--- config.mk ---
export PLATFORM = sky130hd
export DESIGN_NAME = microwave_ctrl_timed
export DESIGN_NICKNAME = d
export VERILOG_FILES = /design/src/rtl/microwave_ctrl_timed.sv
export SDC_FILE = /design/constraint.sdc
export NUM_CORES = 1
export LEC_CHECK = 0
export BUFFER_PORTS_ARGS = -buffer_cell sky130_fd_sc_hd__clkbuf_2
export CAP_MARGIN = 25
export CORE_ASPECT_RATIO = 0.8
export CORE_MARGIN = 1
export CORE_UTILIZATION = 62
export CTS_BUF_LIST = sky130_fd_sc_hd__clkbuf_4
export DETAILED_ROUTE_END_ITERATION = 12
export PLACE_DENSITY = 0.88
export SLEW_MARGIN = 25
export SYNTH_ARGS = -nofsm -noshare
export SYNTH_HDL_FRONTEND = slang
export SYNTH_SLANG_ARGS = --single-unit
--- constraint.sdc ---
create_clock -name clk -period 5.45 [get_ports clk]
set_input_delay 0.2725 -clock clk [delete_from_list [all_inputs] [get_ports clk]]
set_output_delay 0.2725 -clock clk [all_outputs]
set_load 0.03 [all_outputs]
--- src/rtl/microwave_ctrl_timed.sv ---
// Timed microwave oven controller: countdown cook timer, PWM heater power,
// stop/hold handling and a tick-timed completion bell.
module microwave_ctrl_timed #(
  parameter int TIME_W      = 8,
  parameter int PWR_W       = 3,
  parameter int BELL_SECS   = 3,
  parameter bit AUTO_RESUME = 1'b0
) (
  input  logic              clk,
  input  logic              rst,
  input  logic              tick,
  input  logic              door,
  input  logic              start,
  input  logic              stop,
  input  logic [TIME_W-1:0] time_in,
  input  logic [PWR_W-1:0]  power_in,
  output logic              heat,
  output logic              light,
  output logic              bell,
  output logic [TIME_W-1:0] remaining,
  output logic              busy
);

  localparam int BELL_W = $clog2(BELL_SECS + 1);

  localparam logic [TIME_W-1:0] TIME_ZERO = {TIME_W{1'b0}};
  localparam logic [TIME_W-1:0] TIME_ONE  = {{(TIME_W-1){1'b0}}, 1'b1};
  localparam logic [PWR_W-1:0]  PWM_ZERO  = {PWR_W{1'b0}};
  localparam logic [PWR_W-1:0]  PWM_ONE   = {{(PWR_W-1){1'b0}}, 1'b1};
  localparam logic [BELL_W-1:0] BELL_ZERO = {BELL_W{1'b0}};
  localparam logic [BELL_W-1:0] BELL_ONE  = {{(BELL_W-1){1'b0}}, 1'b1};
  localparam logic [BELL_W-1:0] BELL_LOAD = BELL_W'(BELL_SECS);

  typedef enum logic [2:0] {
    S_IDLE  = 3'd0,
    S_OPEN  = 3'd1,
    S_COOK  = 3'd2,
    S_PAUSE = 3'd3,
    S_HOLD  = 3'd4,
    S_BELL  = 3'd5
  } state_t;

  state_t             state_r, state_s;
  logic [TIME_W-1:0]  remaining_r, remaining_s;
  logic [PWR_W-1:0]   power_r, power_s;
  logic [PWR_W-1:0]   pwm_r, pwm_s;
  logic [BELL_W-1:0]  bell_cnt_r, bell_cnt_s;
  logic               cancel_r, cancel_s;
  logic               heat_r, light_r, bell_r, busy_r;
  logic               heat_s, light_s, bell_s, busy_s;

  // Next-state, timer, power, PWM and bell-counter logic
  always_comb begin
    state_s     = state_r;
    remaining_s = remaining_r;
    power_s     = power_r;
    pwm_s       = (state_r == S_COOK) ? (pwm_r + PWM_ONE) : pwm_r;
    bell_cnt_s  = bell_cnt_r;
    cancel_s    = 1'b0;
    case (state_r)
      S_IDLE: begin
        if (door) begin
          state_s = S_OPEN;
        end else if (stop) begin
          remaining_s = TIME_ZERO;
        end else if (start && (time_in != TIME_ZERO)) begin
          state_s     = S_COOK;
          remaining_s = time_in;
          power_s     = power_in;
          pwm_s       = PWM_ZERO;
        end else begin
          state_s = S_IDLE;
        end
      end
      S_OPEN: begin
        if (!door) begin
          state_s = S_IDLE;
        end else begin
          state_s = S_OPEN;
        end
      end
      S_COOK: begin
        if (door) begin
          state_s = S_PAUSE;
        end else if (stop) begin
          state_s = S_HOLD;
        end else if (tick) begin
          if (remaining_r == TIME_ONE) begin
            state_s     = S_BELL;
            remaining_s = TIME_ZERO;
            bell_cnt_s  = BELL_LOAD;
          end else if (remaining_r != TIME_ZERO) begin
            remaining_s = remaining_r - TIME_ONE;
          end else begin
            remaining_s = TIME_ZERO;
          end
        end else begin
          state_s = S_COOK;
        end
      end
      S_PAUSE: begin
        // A stop while paused is remembered until the door closes
        if (!door) begin
          if (stop || cancel_r) begin
            state_s     = S_IDLE;
            remaining_s = TIME_ZERO;
          end else if (AUTO_RESUME) begin
            state_s = S_COOK;
          end else begin
            state_s = S_HOLD;
          end
        end else if (stop) begin
          remaining_s = TIME_ZERO;
          cancel_s    = 1'b1;
        end else begin
          cancel_s = cancel_r;
        end
      end
      S_HOLD: begin
        if (door) begin
          state_s = S_PAUSE;
        end else if (stop) begin
          state_s     = S_IDLE;
          remaining_s = TIME_ZERO;
        end else if (start) begin
          state_s = S_COOK;
          power_s = power_in;
        end else begin
          state_s = S_HOLD;
        end
      end
      S_BELL: begin
        if (door) begin
          state_s    = S_OPEN;
          bell_cnt_s = BELL_ZERO;
        end else if (stop) begin
          state_s    = S_IDLE;
          bell_cnt_s = BELL_ZERO;
        end else if (tick) begin
          if (bell_cnt_r <= BELL_ONE) begin
            state_s    = S_IDLE;
            bell_cnt_s = BELL_ZERO;
          end else begin
            bell_cnt_s = bell_cnt_r - BELL_ONE;
          end
        end else begin
          state_s = S_BELL;
        end
      end
      default: begin
        state_s     = S_IDLE;
        remaining_s = TIME_ZERO;
        bell_cnt_s  = BELL_ZERO;
      end
    endcase
  end

  // Output decode from the next state so the registered outputs track state_r
  always_comb begin
    heat_s  = (state_s == S_COOK) && (pwm_s < power_s);
    light_s = (state_s == S_OPEN) || (state_s == S_COOK) || (state_s == S_PAUSE);
    bell_s  = (state_s == S_BELL);
    busy_s  = (state_s == S_COOK) || (state_s == S_PAUSE) || (state_s == S_HOLD);
  end

  // State, datapath and output registers with synchronous reset
  always_ff @(posedge clk) begin
    if (rst) begin
      state_r     <= S_IDLE;
      remaining_r <= TIME_ZERO;
      power_r     <= PWM_ZERO;
      pwm_r       <= PWM_ZERO;
      bell_cnt_r  <= BELL_ZERO;
      cancel_r    <= 1'b0;
      heat_r      <= 1'b0;
      light_r     <= 1'b0;
      bell_r      <= 1'b0;
      busy_r      <= 1'b0;
    end else begin
      state_r     <= state_s;
      remaining_r <= remaining_s;
      power_r     <= power_s;
      pwm_r       <= pwm_s;
      bell_cnt_r  <= bell_cnt_s;
      cancel_r    <= cancel_s;
      heat_r      <= heat_s;
      light_r     <= light_s;
      bell_r      <= bell_s;
      busy_r      <= busy_s;
    end
  end

  assign heat      = heat_r;
  assign light     = light_r;
  assign bell      = bell_r;
  assign busy      = busy_r;
  assign remaining = remaining_r;

endmodule

# ---- Yosys cells after proc, flatten, opt, wreduce, memory -nomap -nowiden
# Cells that the tools add are included.
dict set report classes {
  addsub 3
  reduce_logical 15
  eq_ne 20
  bitwise 4
  muxes 52
  n_lt_le_gt_ge 2
}
# cell n
set ops {}
lappend ops {{8-bit two-way mux} 12}
lappend ops {{3-bit two-way mux} 26}
lappend ops {{8-bit case mux with 5 select lines} 1}
lappend ops {{2-bit two-way mux} 9}
lappend ops {{3-bit case mux with 6 select lines} 1}
lappend ops {{8-bit nonzero test} 2}
lappend ops {{3-bit by 2-bit equality test with 1-bit output (second input constant)} 4}
lappend ops {{3-bit equality test (second input constant)} 4}
lappend ops {{2-bit != test (second input constant)} 5}
lappend ops {{8-bit by 1-bit equality test with 1-bit output (second input constant)} 1}
lappend ops {{8-bit AND reduction} 1}
lappend ops {{8-bit by 1-bit subtractor with 8-bit output (second input constant)} 1}
lappend ops {{3-bit by 1-bit equality test with 1-bit output (second input constant)} 2}
lappend ops {{3-bit != test (second input constant)} 2}
lappend ops {{2-bit case mux with 3 select lines} 1}
lappend ops {{3-bit case mux with 2 select lines} 1}
lappend ops {{6-bit AND reduction} 1}
lappend ops {{1-bit logical OR} 5}
lappend ops {{4-bit != test (second input constant)} 1}
lappend ops {{1-bit inverter} 4}
lappend ops {{4-bit OR reduction} 1}
lappend ops {{3-bit by 1-bit adder with 3-bit output (second input constant)} 1}
lappend ops {{3-bit zero test} 1}
lappend ops {{3-bit less-than comparator} 1}
lappend ops {{other kinds (7)} 8}
dict set report word_totals {
  regBits 24
  elab_cells 106
}

# ---- Depth between registers and ports, before layout
# Gate-level depths: netlist of the first run.
dict set report depth {
  word_depth 9
  mapped_depth 10
}

# ---- Worst setup path after synthesis of the first run
# OpenSTA, ideal clock, no wires.
dict set report synth_timing {
  path_type {register to register}
  startpoint {register remaining_r[0] (netlist: remaining[0])}
  endpoint {register bell_cnt_r[0]}
  required_time_ns 5.318
  arrival_time_ns 2.029
  setup_ns 0.132
  period_less_slack_ns 2.161
  setup_slack_ns 3.289
  path_stages_with_launch 7
  path_buffers 0
  path_cell_list {dfxtp_1 ha_1 or4bb_1 or2_1 o311ai_2 o311a_1 nor3_1}
}
dict set report synth_between {
  elab_chain_len 3
}
# item line_no
set synth_rtl {}
lappend synth_rtl {{from (decl)} 44} ;# logic [TIME_W-1:0] remaining_r, remaining_s;
lappend synth_rtl {{from (signal assigned)} 181} ;# remaining_r <= remaining_s;
lappend synth_rtl {{8-bit by 1-bit equality test with 1-bit output} 88} ;# if (remaining_r == TIME_ONE) begin
lappend synth_rtl {{2-bit by 1-bit != test with 1-bit output (no line)} n/a}
lappend synth_rtl {{6-bit AND reduction (no line)} n/a}
lappend synth_rtl {{to (signal assigned)} 184} ;# bell_cnt_r <= bell_cnt_s;
lappend synth_rtl {{to (decl)} 47} ;# logic [BELL_W-1:0] bell_cnt_r, bell_cnt_s;
# Every way passes these cells.
# A chain may end at the register's enable or synchronous reset.

# ---- Final worst setup path of the first run
dict set report layout_timing {
  startpoint {register state_r[1]}
  endpoint {register heat_r (netlist: heat)}
}
dict set report layout_between {
  elab_chain_len 8
  elab_cells_between_ends 27
}
# item line_no
set layout_rtl {}
lappend layout_rtl {{from (decl)} 43} ;# state_t state_r, state_s;
lappend layout_rtl {{from (signal assigned)} 180} ;# state_r <= state_s;
lappend layout_rtl {{3-bit by 2-bit equality test with 1-bit output} 57} ;# pwm_s = (state_r == S_COOK) ? (pwm_r + PWM_ONE) : pwm_r;
lappend layout_rtl {{3-bit two-way mux} 57}
lappend layout_rtl {{3-bit two-way mux} 66} ;# end else if (start && (time_in != TIME_ZERO)) begin
lappend layout_rtl {{3-bit two-way mux} 64} ;# end else if (stop) begin
lappend layout_rtl {{3-bit two-way mux} 62} ;# if (door) begin
lappend layout_rtl {{3-bit two-way mux (*)} 60} ;# case (state_r)
lappend layout_rtl {{named net pwm_s[2]} 46} ;# logic [PWR_W-1:0] pwm_r, pwm_s;
lappend layout_rtl {{3-bit less-than comparator (*)} 160} ;# heat_s = (state_s == S_COOK) && (pwm_s < power_s);
lappend layout_rtl {{1-bit logical AND (*)} 160}
lappend layout_rtl {{to (signal assigned)} 186} ;# heat_r <= heat_s;
lappend layout_rtl {{to (decl)} 49} ;# logic heat_r, light_r, bell_r, busy_r;
# The timed path passes the listed nets; every way through them passes the cells marked *.

==> summary.txt, run 1 <==
Floorplanning
  • Die width: ~58 um
  • I/O Pins: 29
  • Row count: 15
  • Core box area: roughly 2300 um^2
  • Initial Util: 0.687
  • Die area: 2720 um^2
  • Die Y: between 40 and 50 um

Yosys
  • Ys flop type: dfxtp_1
  • Post-synth EDFFs: 0
  • Synth top area cells: dfxtp_1 31%, nor2_1 4.3%, ha_1 4.0%
  • Yosys top cell area share: 0.308
  • Mapped Area: about 1600 um^2
  • Sequential-to-total area share from yosys stat: 0.308
  • Yosys warnings: 0
  • Synth unique cells: 61
  • Yosys top cell by area: dfxtp_1
  • Seq cells post-synth: 24
  • Post-synth ARST share: 0
  • Syn avg cell area: between 8 and 9 um^2
  • Syn Nets: between 200 and 250
  • Syn Inst Count: 183

Power and ir drop
  • Part of the power in the clock network: 0.329
  • Peak supply drop: 168 uV
  • Comb power frac: 0.191
  • PD cells: 228 nW/um^2
  • Sw frac: 0.281
  • Sw power: 0.112 mW
  • Leakage power: roughly 0.7 nW
  • Flop pwr share: 0.480
  • Total chip power: approximately 0.4 mW
  • Power Internal: 0.286 mW

Setup path
  • Crit-path max FO: 19
  • CP startpoint: state_r[1]
  • Critical Path End Type: flop
  • Worst EP arrival: 2950 ps
  • Startpoint Class: flop
  • Buf/Inv on CP: 0
  • Slowest stage delay, CP: between 700 and 800 ps
  • Crit path kind: reg -> reg
  • Slowest stage cell, crit path: dfxtp_1
  • CP Cell Sequence: nor3b_2 -> nand2_1 -> xor2_1 -> nor2_1 -> ha_1 -> a211oi_1 -> nand2_1 -> a211oi_1
  • Critical R2R Launch: state_r[1]
  • Worst EP required: 5690 ps
  • Family with the most delay on the worst path: simple AND/OR/NAND/NOR gates
  • Reg-to-reg setup timing slack: 2740 ps

Clocking
  • Clock Sinks: 24
  • H-tree Lvls: 1
  • Post-CTS setup buffer count: 0
  • TritonCTS Buffers: 3
  • CTS tree: done
  • CTS Root Cell: clkbuf_4
  • CTS Hold Buffers Added: 0
  • Clock Path Buffers: 2
  • Post-CTS sizing: 0
  • Clock transition at the registers of the reported paths: ~140 ps
  • Latest clock arrival within the worst-skew pair: 320 ps

Route
  • Detailed Route Iter0 Violations: between 150 and 200
  • TritonRoute pass-1 iters: 5
  • Routed WL per cell: 15.9 um
  • Post-route ant nets: 0
  • # DRC: 0
  • WL final: 3820 um
  • Via/cell ratio: 6.50
  • Vias: 1,559

GRT
  • Initial antenna violation count: 0
  • Vias in the first global route: 1,229
  • GRT Overall Usage: 0.283
  • Pin count of the biggest net entering global routing: 20
  • Overflow after GRT: 0
  • First-pass GRT wire length: 5790 um

Final layout
  • Layout cell share with drive strength beyond 1: 0.223
  • Fillers: 164
  • Final core occ: 0.767
  • Diode count: 0
  • Layout Cells excl Fill: between 200 and 250
  • Fin nets: 229
  • Area added between synthesis and finish: 11.8%

Job
  • Max cap viols: 0

Placed design
  • PortBufs: 28
  • Dpl cells: 236
  • Hpwl dp: 2840 um
  • Final Wtd Congestion: roughly 0.87

STA
  • Fmax: approximately 370 MHz
  • Setup TNS: 0 ps
  • Fin crit share: 0.497
  • Final Hold Viols: 0
  • Setup Skew: around 7.6 ps
  • Setup violators final: 0
  • RSZ-0062 raised after global routing: no
  • Max-Slew Margin vs Limit: 0.526
  • Post-layout minimum cycle time: 2710 ps
  • Final Max Tran Viols: 0
  • Worst Tran Pin Value: 711 ps

Worst hold path
  • Worst Hold Class: in -> reg
  • Min-delay src: power_in[1]

Outcome
  • Status: finished clean
==> tightest hold or removal path: stages <==
cell	delay [ps]
clkbuf_2	80
mux2i_1	80
nor2_1	90
==> routing by layer <==
layer | GRT usage | wire length [um] | share of wire | vias up
met2 | 0.437 | 1800 | 0.47 | 86
met5 | 0 | 0 | 0 | -
li1 | - | - | - | 740
met4 | 0.0810 | 41 | 0.011 | 0
met1 | 0.411 | 1690 | 0.44 | 725
met3 | 0.0496 | 289 | 0.076 | 8
==> area by class of cell <==
| cell class | instances | area [um^2] | share of cell area |
|---|---|---|---|
| multi-input combinational | 139 | 986 | 0.566 |
| sequential | 24 | 480 | 0.276 |
| timing repair buffer | 28 | 140 | 0.0804 |
| tap | 34 | 42.5 | 0.0244 |
| inverter | 11 | 41.3 | 0.0237 |
| clock inverter | 1 | 30.0 | 0.0172 |
| clock buffer | 3 | 22.5 | 0.0129 |
==> final timing paths <==
path,to,depth (start not counted)
min,power_r[1],3
max,heat,8
min reg2reg,bell_cnt_r[0],2
max reg2reg,heat,8
==> flip-flops by register name, summed over array words and instances, names as in the netlist <==
signal      cells
bell            1
bell_cnt_r      2
busy            1
cancel_r        1
heat            1
light           1
power_r         3
pwm_r           3
remaining       8
state_r         3
==> cell usage after synthesis (2+ instances only) <==
| master | instances |
|---|---|
| o21ai_1 | 2 |
| a221oi_1 | 2 |
| ha_1 | 5 |
| and3b_1 | 2 |
| nand2_1 | 14 |
| a21o_1 | 2 |
| or2_2 | 2 |
| nand2b_1 | 4 |
| a211oi_1 | 4 |
| xor2_1 | 2 |
| a21oi_1 | 8 |
| a22oi_1 | 3 |
| nor2_1 | 18 |
| buf_2 | 2 |
| o21bai_1 | 2 |
| o22ai_1 | 3 |
| dfxtp_1 | 24 |
| o31ai_1 | 2 |
| o41a_1 | 2 |
| xnor2_1 | 2 |
| nand3b_1 | 4 |
| nor2b_1 | 2 |
| nor4_1 | 4 |
| o21ai_0 | 5 |
| buf_4 | 2 |
| inv_1 | 11 |
| a222oi_1 | 2 |
| nand3_1 | 2 |
| nor3_1 | 7 |
| mux2i_1 | 5 |
| or3b_2 | 2 |
| clkbuf_1 | 3 |
==> cells by family after synthesis <==
group,synth area share
AND/OR/NAND/NOR,0.270
AO/OA/AOI/OAI,0.267
flip-flops,0.308
buffers and inverters,0.0594
multiplexers,0.0321
adder cells (fa/ha/maj),0.0401
XOR/XNOR,0.0225
==> layout by cell type (no fill, tap or decap), types with 5 or more instances in the layout <==
master / n
nor3_1: 7
clkbuf_2: 28
inv_1: 11
a21oi_1: 8
nand2_1: 14
nor2_1: 18
o21ai_0: 5
ha_1: 5
dfxtp_1: 24
mux2i_1: 5
==> power groups by stage <==
stage	clock network (mW)	logic (mW)	registers, mW
5_1_grt	0.141	0.0821	0.192
6_report	0.131	0.0760	0.191
3_3_place_gp	0	0.0714	0.193
4_1_cts	0.132	0.0747	0.190
3_5_place_dp	0	0.0742	0.194
2_1_floorplan	0	0.0513	0.196
==> metrics by stage <==
| step | worst slack (ps) | cell area [um^2] | hold WS, ps |
|---|---|---|---|
| 6_report | 2740 | 1740 | 227 |
| 3_5_place_dp | 2920 | 1690 | 513 |
| 5_1_grt | 2550 | 1740 | 233 |
| 2_1_floorplan | 3290 | 1560 | 420 |
| 3_3_place_gp | 3090 | 1690 | 493 |
| 4_1_cts | 2800 | 1740 | 223 |
Note: power is estimated with default switching activity, not from simulation.
==> inputs of run 2 (changes only) <==
--- a/config.mk
+++ b/config.mk
@@ -9,10 +9,10 @@
 export CAP_MARGIN = 25
 export CORE_ASPECT_RATIO = 0.8
 export CORE_MARGIN = 1
-export CORE_UTILIZATION = 62
+export CORE_UTILIZATION = 57
 export CTS_BUF_LIST = sky130_fd_sc_hd__clkbuf_4
 export DETAILED_ROUTE_END_ITERATION = 12
-export PLACE_DENSITY = 0.88
+export PLACE_DENSITY = 0.82
 export SLEW_MARGIN = 25
 export SYNTH_ARGS = -nofsm -noshare
 export SYNTH_HDL_FRONTEND = slang
==> constraint.sdc (replaced) <==
create_clock -name clk -period 2.5 [get_ports clk]
set_input_delay 0.125 -clock clk [delete_from_list [all_inputs] [get_ports clk]]
set_output_delay 0.125 -clock clk [all_outputs]
set_load 0.03 [all_outputs]
==> run 2 against run 1 <==
  * First-iteration DRC count shrank 9.1%
  * Die area grew 8.4%
  * Combinational power grew 130%
  * Global-route usage shrank 1.3 points
  * Design area grew 1.9%
  * Core utilization shrank 6.4 points
  * Hold slack lost 140 ps
  * Cell count grew 2.5%
  * Register-to-register slack lost 2500 ps
  * Highest routed layer unchanged
  * Largest cell class unchanged
  * Total power grew 120%
==> summary.txt, run 2 (same netlist as run 1, synthesis figures left out) <==
Setup path
  • Slowest stage cell, crit path: dfxtp_1
  • Slowest stage delay, CP: 490 ps (-240 ps)
  • Worst EP arrival: 2520 ps (-430 ps)
  • Most used cell, CP: a211oi_1
  • Crit path kind: reg -> reg
  • Worst EP required: 2750 ps (-2940 ps)
  • Crit-path max FO: 14 (-5)
  • Startpoint Class: flop
  • Critical Path End Type: flop
  • CP Cell Sequence: nor2_1 -> and3_1 -> o21a_1 -> mux2i_1 -> ha_1 -> a211oi_1 -> nand2_1 -> a211oi_1
  • Reg-to-reg setup timing slack: 220 ps (-2520 ps)

Clocking
  • TritonCTS Buffers: 3 (unchanged)
  • Latest clock arrival within the worst-skew pair: 320 ps (about the same)
  • CTS Hold Buffers Added: 0 (unchanged)
  • CTS Root Cell: clkbuf_4
  • Post-CTS sizing: 0 (unchanged)
  • Post-CTS setup buffer count: 0 (unchanged)
  • Clock Path Buffers: 2 (unchanged)
  • Clock Sinks: 24 (unchanged)
  • Clock transition at the registers of the reported paths: 150 ps (about the same)
  • H-tree Lvls: 1 (unchanged)
  • CTS tree: done

Placed design
  • PortBufs: 28 (unchanged)
  • Worst slack, placed: 254 ps (-2660 ps)
  • Final Wtd Congestion: 0.895 (+2.7%)
  • Hpwl dp: 2760 um (-2.9%)

Route
  • Vias: 1,495 (-4.1%)
  • Detailed Route Iter0 Violations: 149 (-9.1%)
  • # DRC: 0 (unchanged)
  • TritonRoute pass-1 iters: 4 (-1)
  • WL final: 3700 um (-3.3%)
  • Routed WL per cell: 15.0 um (-5.7%)
  • Post-route ant nets: 0 (unchanged)
  • Via/cell ratio: 6.08 (-6.4%)

Power and ir drop
  • PD cells: 492 nW/um^2 (+120%)
  • Part of the power in the clock network: 0.332 (+0.003)
  • Sw frac: 0.282 (+0.00122)
  • Comb power frac: 0.199 (+0.008)
  • Flop pwr share: 0.470 (-0.010)
  • Sw power: 0.247 mW (+120%)
  • Leakage power: 0.712 nW (+3.1%)
  • Power Internal: 0.627 mW (+120%)
  • Peak supply drop: 335 uV (+99%)

GRT
  • First-pass GRT wire length: 6210 um (+7.3%)
  • Global Route met1 Usage: 0.408 (-0.00251)
  • Vias in the first global route: 1,390 (+13%)
  • Pin count of the biggest net entering global routing: 19 (-5.0%)
  • Initial antenna violation count: 0 (unchanged)
  • GRT busiest layer: met1
  • Overflow after GRT: 0 (unchanged)
  • Grt met2 use: 0.396 (-0.0412)
  • GRT Overall Usage: 0.270 (-0.0129)
  • Met3 usage: 0.0531 (+0.00346)

Floorplanning
  • Die width: 60.5 um (+4.1%)
  • I/O Pins: 29 (unchanged)
  • Row count: 16 (+1)
  • Die Y: 48.8 um (+4.1%)
  • Core box area: 2520 um^2 (+11%)
  • Initial Util: 0.618 (-0.0684)
  • Die area: 2950 um^2 (+8.4%)

Worst hold path
  • Worst Hold Class: in -> reg

STA
  • RSZ-0062 raised after global routing: no
  • Post-layout minimum cycle time: 2280 ps (-430 ps)
  • Setup TNS: 0 ps (unchanged)
  • Final WS setup: 223 ps (-2520 ps)
  • Fin crit share: 0.911 (+0.414)
  • Fmax: 439 MHz (+19%)
  • Worst Tran Pin Value: 745 ps (+33.9 ps)
  • Max-Slew Margin vs Limit: 0.503 (-0.0226)
  • Final Max Tran Viols: 0 (unchanged)
  • Setup Skew: 10.5 ps (+2.91 ps)
  • Final Hold Viols: 0 (unchanged)
  • Setup violators final: 0 (unchanged)

Final layout
  • Layout cell share with drive strength beyond 1: 0.238 (+0.0148)
  • Commonest non-fill, non-tap cells in the layout: 28 x clkbuf_2, 24 x dfxtp_1, 18 x nor2_1
  • Area added between synthesis and finish: 13.9%
  • Diode count: 0 (unchanged)
  • Most common cell after layout, fill and taps aside: clkbuf_2
  • Fin nets: 233 (+1.7%)
  • Number of flip-flops in the largest register: 8 (unchanged)
  • Final core occ: 0.704 (-0.0636)

Job
  • Max cap viols: 0 (unchanged)

Outcome
  • Status: finished clean
==> run 2: cell count changes in the layout (fill, tap and decap cells not counted), sizes merged <==
cell  delta
buf      +4
==> run 2: path summary, 6_finish.rpt <==
path / from / cells after the start / endpoint
min: power_in[2] / 3 / power_r[2]
max: state_r[0] / 8 / heat
min reg2reg: power_r[2] / 2 / power_r[2]
max reg2reg: state_r[0] / 8 / heat
==> run 2: worst max-delay path, delay by kind of cell (launching register included) <==
| kind | cells | cell delay (ps) |
|---|---|---|
| AO/OA/AOI/OAI | 3 | 650 |
| adder cells (fa/ha/maj) | 1 | 280 |
| flip-flops | 1 | 490 |
| multiplexers | 1 | 260 |
| AND/OR/NAND/NOR | 3 | 510 |
==> run 2: final cells by class <==
class | instances | area (um^2)
clock buffer | 3 | 22.5
clock inverter | 1 | 30.0
fill | 216 | 747
inverter | 11 | 41.3
multi-input combinational | 139 | 986
sequential | 24 | 480
tap | 36 | 45.0
timing repair buffer | 32 | 170
==> run 2: per-stage QoR <==
step	hold slack, ps	instance area, um^2	cells	total power [mW]
after global routing	86.0	1780	246	0.912
after CTS	83.5	1780	246	0.870
after floorplan	272	1560	183	0.540
after global placement	404	1720	242	0.584
after detailed placement	421	1720	242	0.589
final	85.2	1780	246	0.873
==> run 2: power groups by stage <==
stage / sequential (mW) / clock, mW / combinational [mW]
3_5_place_dp: 0.418 / 0 / 0.171
4_1_cts: 0.410 / 0.289 / 0.172
5_1_grt: 0.412 / 0.310 / 0.190
6_report: 0.410 / 0.290 / 0.174
2_1_floorplan: 0.428 / 0 / 0.112
3_3_place_gp: 0.417 / 0 / 0.166
==> run 2: per-layer routing <==
layer | routed length [um] | vias to the layer above
li1 | - | 744
met1 | 1790 | 695
met2 | 1670 | 54
met3 | 221 | 2
met4 | 13 | 0
met5 | 0 | -
